==> src/rtl/string_fetch_master_pkg.sv <==
// Shared types and helpers for the string fetch master: FSM state encoding,
// default buffer depth and the little-endian first-null byte scanner.
package string_hw_pkg;

    localparam int MAX_WORDS_DEFAULT = 8;

    typedef enum logic [1:0] {
        IDLE      = 2'd0,
        REQ       = 2'd1,
        WAIT_DATA = 2'd2,
        DONE      = 2'd3
    } fetch_state_t;

    // Returns {found, idx}; byte 0 (w[7:0]) has priority, so scan downward and let lower bytes win.
    function automatic logic [2:0] first_null(input logic [31:0] w);
        logic [2:0] res;
        res = 3'b000;
        for (int i = 3; i >= 0; i--) begin
            if (w[8*i +: 8] == 8'h00) begin
                res = {1'b1, 2'(i)};
            end else begin
                res = res;
            end
        end
        return res;
    endfunction

endpackage

==> src/rtl/string_fetch_master_if.sv <==
// Avalon-MM read-only master bundle used by the string fetch master.
interface string_fetch_master_if;

    logic [31:0] avm_address;
    logic        avm_read;
    logic [3:0]  avm_byteenable;
    logic [31:0] avm_readdata;
    logic        avm_waitrequest;
    logic        avm_readdatavalid;

    modport master (
        output avm_address,
        output avm_read,
        output avm_byteenable,
        input  avm_readdata,
        input  avm_waitrequest,
        input  avm_readdatavalid
    );

    modport slave (
        input  avm_address,
        input  avm_read,
        input  avm_byteenable,
        output avm_readdata,
        output avm_waitrequest,
        output avm_readdatavalid
    );

endinterface

==> src/rtl/string_fetch_master_null_detect.sv <==
// Combinational byte scanner: flags the lowest-addressed 0x00 byte of a word.
module string_null_detect
    import string_hw_pkg::*;
(
    input  logic [31:0] word,
    output logic        found,
    output logic [1:0]  idx
);

    logic [2:0] res_s;

    assign res_s        = first_null(word);
    assign {found, idx} = res_s;

endmodule

==> src/rtl/string_fetch_master.sv <==
// Avalon-MM master fetching a null-terminated string into a local word buffer
// and reporting its byte length (or truncation at the word limit).
module string_fetch_master
    import string_hw_pkg::*;
#(
    parameter int MAX_WORDS = MAX_WORDS_DEFAULT,
    parameter int LEN_W     = $clog2(4*MAX_WORDS+1)
) (
    input  logic                             clk,
    input  logic                             reset_n,
    input  logic                             start,
    input  logic [31:0]                      base_addr,
    input  logic [$clog2(MAX_WORDS+1)-1:0]   max_words,
    output logic                             busy,
    output logic                             done,
    output logic [LEN_W-1:0]                 length,
    output logic                             truncated,
    input  logic [$clog2(MAX_WORDS)-1:0]     rd_index,
    output logic [31:0]                      rd_word,
    string_fetch_master_if.master            avm
);

    localparam int CNT_W = $clog2(MAX_WORDS+1);
    localparam int IDX_W = $clog2(MAX_WORDS);

    fetch_state_t      state_r, state_s;
    logic [CNT_W-1:0]  count_r, count_s;
    logic [CNT_W-1:0]  limit_r, limit_s;
    logic [CNT_W-1:0]  limit_clamp_s;
    logic [31:0]       base_r, base_s;
    logic [LEN_W-1:0]  length_r, length_s;
    logic              trunc_r, trunc_s;
    logic              busy_r, busy_s;
    logic              done_r, done_s;
    logic              read_r, read_s;
    logic [31:0]       addr_r, addr_s;
    logic              buf_we_s;
    logic [31:0]       buf_r [MAX_WORDS];
    logic              null_found_s;
    logic [1:0]        null_idx_s;

    string_null_detect u_null_detect (
        .word  (avm.avm_readdata),
        .found (null_found_s),
        .idx   (null_idx_s)
    );

    // Word limit saturates at the buffer capacity.
    always_comb begin
        if (max_words > CNT_W'(MAX_WORDS)) begin
            limit_clamp_s = CNT_W'(MAX_WORDS);
        end else begin
            limit_clamp_s = max_words;
        end
    end

    // Next-state, datapath and registered-output decode.
    always_comb begin
        state_s  = state_r;
        count_s  = count_r;
        limit_s  = limit_r;
        base_s   = base_r;
        length_s = length_r;
        trunc_s  = trunc_r;
        buf_we_s = 1'b0;
        case (state_r)
            IDLE: begin
                if (start) begin
                    base_s   = base_addr & 32'hFFFF_FFFC;
                    limit_s  = limit_clamp_s;
                    count_s  = {CNT_W{1'b0}};
                    length_s = {LEN_W{1'b0}};
                    trunc_s  = 1'b0;
                    if (limit_clamp_s == {CNT_W{1'b0}}) begin
                        state_s = DONE;
                    end else begin
                        state_s = REQ;
                    end
                end else begin
                    state_s = IDLE;
                end
            end
            REQ: begin
                if (!avm.avm_waitrequest) begin
                    state_s = WAIT_DATA;
                end else begin
                    state_s = REQ;
                end
            end
            WAIT_DATA: begin
                if (avm.avm_readdatavalid) begin
                    buf_we_s = 1'b1;
                    count_s  = count_r + CNT_W'(1);
                    if (null_found_s) begin
                        length_s = LEN_W'({count_r, 2'b00}) + LEN_W'(null_idx_s);
                        trunc_s  = 1'b0;
                        state_s  = DONE;
                    end else if (count_s == limit_r) begin
                        length_s = LEN_W'({limit_r, 2'b00});
                        trunc_s  = 1'b1;
                        state_s  = DONE;
                    end else begin
                        state_s = REQ;
                    end
                end else begin
                    state_s = WAIT_DATA;
                end
            end
            DONE: begin
                state_s = IDLE;
            end
            default: begin
                state_s = IDLE;
            end
        endcase

        busy_s = (state_s == REQ) || (state_s == WAIT_DATA);
        done_s = (state_s == DONE);
        read_s = (state_s == REQ);
        if (state_s == REQ) begin
            addr_s = base_s + 32'({count_s, 2'b00});
        end else begin
            addr_s = addr_r;
        end
    end

    // State, control and registered output updates.
    always_ff @(posedge clk or negedge reset_n) begin
        if (!reset_n) begin
            state_r  <= IDLE;
            count_r  <= {CNT_W{1'b0}};
            limit_r  <= {CNT_W{1'b0}};
            base_r   <= 32'h0000_0000;
            length_r <= {LEN_W{1'b0}};
            trunc_r  <= 1'b0;
            busy_r   <= 1'b0;
            done_r   <= 1'b0;
            read_r   <= 1'b0;
            addr_r   <= 32'h0000_0000;
        end else begin
            state_r  <= state_s;
            count_r  <= count_s;
            limit_r  <= limit_s;
            base_r   <= base_s;
            length_r <= length_s;
            trunc_r  <= trunc_s;
            busy_r   <= busy_s;
            done_r   <= done_s;
            read_r   <= read_s;
            addr_r   <= addr_s;
        end
    end

    // Local word buffer; unfetched words keep their previous contents.
    always_ff @(posedge clk or negedge reset_n) begin
        if (!reset_n) begin
            for (int i = 0; i < MAX_WORDS; i++) begin
                buf_r[i] <= 32'h0000_0000;
            end
        end else if (buf_we_s) begin
            buf_r[count_r[IDX_W-1:0]] <= avm.avm_readdata;
        end
    end

    assign busy               = busy_r;
    assign done               = done_r;
    assign length             = length_r;
    assign truncated          = trunc_r;
    assign rd_word            = buf_r[rd_index];
    assign avm.avm_address    = addr_r;
    assign avm.avm_read       = read_r;
    assign avm.avm_byteenable = 4'hF;

endmodule
==> src/flat_wrapper.sv <==
// flat-port wrapper written by rule: the top's interface ports become plain ports
module string_fetch_master_flat import string_hw_pkg::*;
#(
    parameter int MAX_WORDS = MAX_WORDS_DEFAULT,
    parameter int LEN_W     = $clog2(4*MAX_WORDS+1)
)
  (clk, reset_n, start, base_addr, max_words, busy, done, length, truncated, rd_index, rd_word, avm_avm_address, avm_avm_read, avm_avm_byteenable, avm_avm_readdata, avm_avm_waitrequest, avm_avm_readdatavalid);
  string_fetch_master_if avm_i ();
  input  logic clk;
  input  logic reset_n;
  input  logic start;
  input  logic [31:0] base_addr;
  input  logic [$clog2(MAX_WORDS+1)-1:0] max_words;
  output logic busy;
  output logic done;
  output logic [LEN_W-1:0] length;
  output logic truncated;
  input  logic [$clog2(MAX_WORDS)-1:0] rd_index;
  output logic [31:0] rd_word;
  output wire logic [$bits(avm_i.avm_address)-1:0] avm_avm_address;
  output wire logic [$bits(avm_i.avm_read)-1:0] avm_avm_read;
  output wire logic [$bits(avm_i.avm_byteenable)-1:0] avm_avm_byteenable;
  input wire logic [$bits(avm_i.avm_readdata)-1:0] avm_avm_readdata;
  input wire logic [$bits(avm_i.avm_waitrequest)-1:0] avm_avm_waitrequest;
  input wire logic [$bits(avm_i.avm_readdatavalid)-1:0] avm_avm_readdatavalid;
  assign avm_avm_address = avm_i.avm_address;
  assign avm_avm_read = avm_i.avm_read;
  assign avm_avm_byteenable = avm_i.avm_byteenable;
  assign avm_i.avm_readdata = avm_avm_readdata;
  assign avm_i.avm_waitrequest = avm_avm_waitrequest;
  assign avm_i.avm_readdatavalid = avm_avm_readdatavalid;
  string_fetch_master #(.MAX_WORDS(MAX_WORDS), .LEN_W(LEN_W)) u_core (.clk(clk), .reset_n(reset_n), .start(start), .base_addr(base_addr), .max_words(max_words), .busy(busy), .done(done), .length(length), .truncated(truncated), .rd_index(rd_index), .rd_word(rd_word), .avm(avm_i));
endmodule
==> config.mk <==
export PLATFORM = sky130hd
export DESIGN_NAME = string_fetch_master_flat
export DESIGN_NICKNAME = d
export VERILOG_FILES = /design/src/rtl/string_fetch_master_pkg.sv /design/src/rtl/string_fetch_master_if.sv /design/src/rtl/string_fetch_master_null_detect.sv /design/src/rtl/string_fetch_master.sv /design/src/flat_wrapper.sv
export SDC_FILE = /design/constraint.sdc
export NUM_CORES = 1
export LEC_CHECK = 0
export CORE_UTILIZATION = 37
export DETAILED_ROUTE_END_ITERATION = 8
export GPL_ROUTABILITY_DRIVEN = 0
export SETUP_SLACK_MARGIN = 0.15
export SKIP_LAST_GASP = 1
export SLEW_MARGIN = 20
export SYNTH_ARGS = -nofsm -noshare
export SYNTH_HDL_FRONTEND = slang
export SYNTH_HIERARCHICAL = 1
export SYNTH_SLANG_ARGS = --single-unit
==> constraint.sdc <==
create_clock -name clk -period 6.45 [get_ports clk]
set_clock_uncertainty 0.1 [all_clocks]
set_input_delay 1.29 -clock clk [delete_from_list [all_inputs] [get_ports clk]]
set_output_delay 1.29 -clock clk [all_outputs]
set_load 0.005 [all_outputs]
==> flow_summary.yaml <==
global_routing:
  grt_pass1_vias: 10300
  grt_max_degree: 112
  grtUsageMet1_pct: 23.9
  top_usage_layer: "met2"
  grt_util_met2_pct: 28.3
  use_met3_pct: 5.01
  grt_use_total_pct: 17.7
  grt_pass1_wl_um: 60300
  grt_remaining_overflow: 0
  antenna_found_initial: 4
cells_and_area:
  multiInputGateArea_um2: 7020
  final_core_util_pct: 45.4
  final_cell_mix: "dfrtp_1 (340), mux2_2 (245), clkdlybuf4s50_1 (143)"
  n_fill_cell: 3748
  regArea_um2: 8510
  area_growth_pct: 20.5
  layout_commonest_cell: "dfrtp_1"
  drive_gt1_share_pct: 31.5
  num-nets-final: 1343
sta:
  fin_ws_ns: 1.55
  setup_viol: 0
  worst_pin_slew_ns: 0.912
  max_clock_freq_mhz: 204
  slew_violations: 0
  finalCritPeriodShare_pct: 76.0
  relSlewSlack_pct: 39.2
  finalHoldViolCount: 0
  rsz0062_at_grt: "false"
  tns_ns: 0
  min_period_ns: 4.90
setup_path:
  max_stage_delay_ns: 0.57
  start_kind: "input port"
  slowest_stage: "mux4_2"
  critPathTopFamily: "buffers and inverters"
  cp-startpoint: "rd_index[0]"
  crit_chain: "buf_4 > buf_12 > mux4_2 > mux2_2 > clkdlybuf4s50_1"
  arrival_ns: 3.51
  worst-path-max-fanout: 44
  cp-end-kind: "primary output"
  r2r_setup_slack_ns: 2.84
  r2r-end: "u_core/avm.avm_address[12]"
  cp.buffers_inverters: 3
  timing.rr.start: "u_core/state_r[1]"
  ff2ff_path_depth: 11
  worstSetupPathType: "input port to primary output"
  crit_required_ns: 5.06
floorplanning:
  die_area_um2: 43800
  ios: 154
  initial_core_util_pct: 37.7
  num_rows: 75
  dieWidth_um: 209
  die_h_um: 209
  core_area_um2: 42100
clock_tree:
  cts_max_level: 2
  clk_transition_reported_paths_ns: 0.05
  cts_tree: "yes"
  cts_buffers: 40
  postCtsSetupBuffers: 0
  clockBufferDepth: 3
  worstSkewPairLatency_ns: 0.54
  clockRootBuffer: "clkbuf_16"
  cts_num_sinks: 340
  post_cts_resize_count: 0
  cts_hold_buf: 0
synth:
  async_reset_ff_share_pct: 100
  synth_ff_type: "dfrtp_1"
  synthesis.instances: 1121
  yosys_warnings: 6
  synth_edf_count: 0
  synth-seq-area-share_pct: 53.5
  ys_ff_latch: 340
  syn-mean-instance-area_um2: 14.2
  synth_area_um2: 15900
  ys_types: 67
routing:
  vias: 9697
  via_per_inst: 5.32
  post_drt_wl_per_cell_um: 20.8
  dr.pass1.iters: 4
  ant_nets: 0
  drt_iter0_markers: 461
  finalWirelength_um: 37900
  route.detailed.drc: 0
min_path:
  min_from: "u_core/base_r[0]"
  min_to: "u_core/base_r[0]"
  holdPathStages: 1
  min_path_type: "register to register"
placed_design:
  dp_hpwl_um: 22800
  preCtsSetupSlack_ns: 1.08
  io_buffers: 147
pwr:
  ir_drop_uv: 242
  power_density_nw_per_um2: 367
  leakagePower_nw: 8.78
run:
  max-cap-violations: 0
run_status:
  status: "complete, no violations"
worst max path at each step:
stage	to	slack (ns)	cells past startpoint
floorplan	u_core/avm.avm_address[23]	2.24	13
global placement	u_core/avm.avm_address[19]	1.13	13
detailed placement	u_core/avm.avm_address[19]	1.08	13
CTS	rd_word[3]	1.48	5
finish	rd_word[3]	1.55	5
global route	rd_word[3]	1.38	5
through the flow:
step,hold WS [ns],total power [W],area [µm²],cells
2_1_floorplan,0.344,0.00415,15900,1124
3_3_place_gp,0.361,0.00486,17900,1756
3_5_place_dp,0.363,0.00491,17900,1756
4_1_cts,0.381,0.00713,19100,1820
5_1_grt,0.389,0.00745,19100,1820
6_report,0.375,0.00704,19100,1822
worst register-to-register path, stage by stage, from the launching register on:
cell and delay (ns):
dfrtp_1 0.44, nor2b_1 0.60, nand2_1 0.28, nor2_1 0.35, a21o_1 0.16, ha_1 0.21, fa_1 0.22, nand3_1 0.08
nand2_1 0.19, and4_1 0.48, xnor2_1 0.11, mux2_2 0.27
synthesized netlist by cell type, types with 13 or more instances:
cell type | count | area [µm²]
nor2_1 | 19 | 71.3
mux2i_1 | 14 | 140
inv_1 | 13 | 48.8
mux2_1 | 65 | 732
nand3_1 | 19 | 95.1
mux2_2 | 245 | 2760
mux4_2 | 64 | 1440
dfrtp_1 | 340 | 8510
nand2_1 | 88 | 330
clkbuf_1 | 24 | 90.1
nand4_1 | 16 | 100
buf_2 | 35 | 175
a21oi_1 | 14 | 70.1
layer usage:
metal / share of wire, % / up-vias
met5: 0.069 / -
met4: 1.8 / 4
met3: 6.4 / 54
met2: 47 / 171
met1: 45 / 5042
li1: - / 4426
final cells by class:
type                       instances  share of cell area [%]
tap                              539                    3.52
sequential                       340                    44.4
clock buffer                      55                    5.78
multi-input combinational        698                    36.7
timing repair buffer             166                    8.59
clock inverter                     9                   0.712
antenna                            2                  0.0261
inverter                          13                   0.255
registers in the layout, indices dropped and copies added, names as in the netlist:
register                flops
u_core/done                 1
u_core/length               6
u_core/avm.avm_address     32
u_core/count_r              4
u_core/truncated            1
u_core/buf_r              256
u_core/base_r              32
u_core/busy                 1
u_core/state_r              2
u_core/limit_r              4
u_core/avm.avm_read         1
logic make-up after synthesis:
kind of cell | count (synthesis) | share of synthesized area [%]
DFF | 340 | 53.5
muxes | 390 | 32.1
adders and majority gates | 8 | 0.677
AOI/OAI and AO/OA | 76 | 3.46
xor gates and xnor gates | 13 | 0.716
buffers and inverters | 86 | 2.57
other | 1 | 0.0236
and+or+nand+nor | 207 | 6.93
report_power, final:
| group | internal (W) | switching [W] |
|---|---|---|
| clock network | 0.00128 | 0.000892 |
| logic | 0.00104 | 0.000882 |
| registers | 0.00265 | 0.000286 |
| total | 0.00498 | 0.00206 |
(Power assumes the default switching activity.)
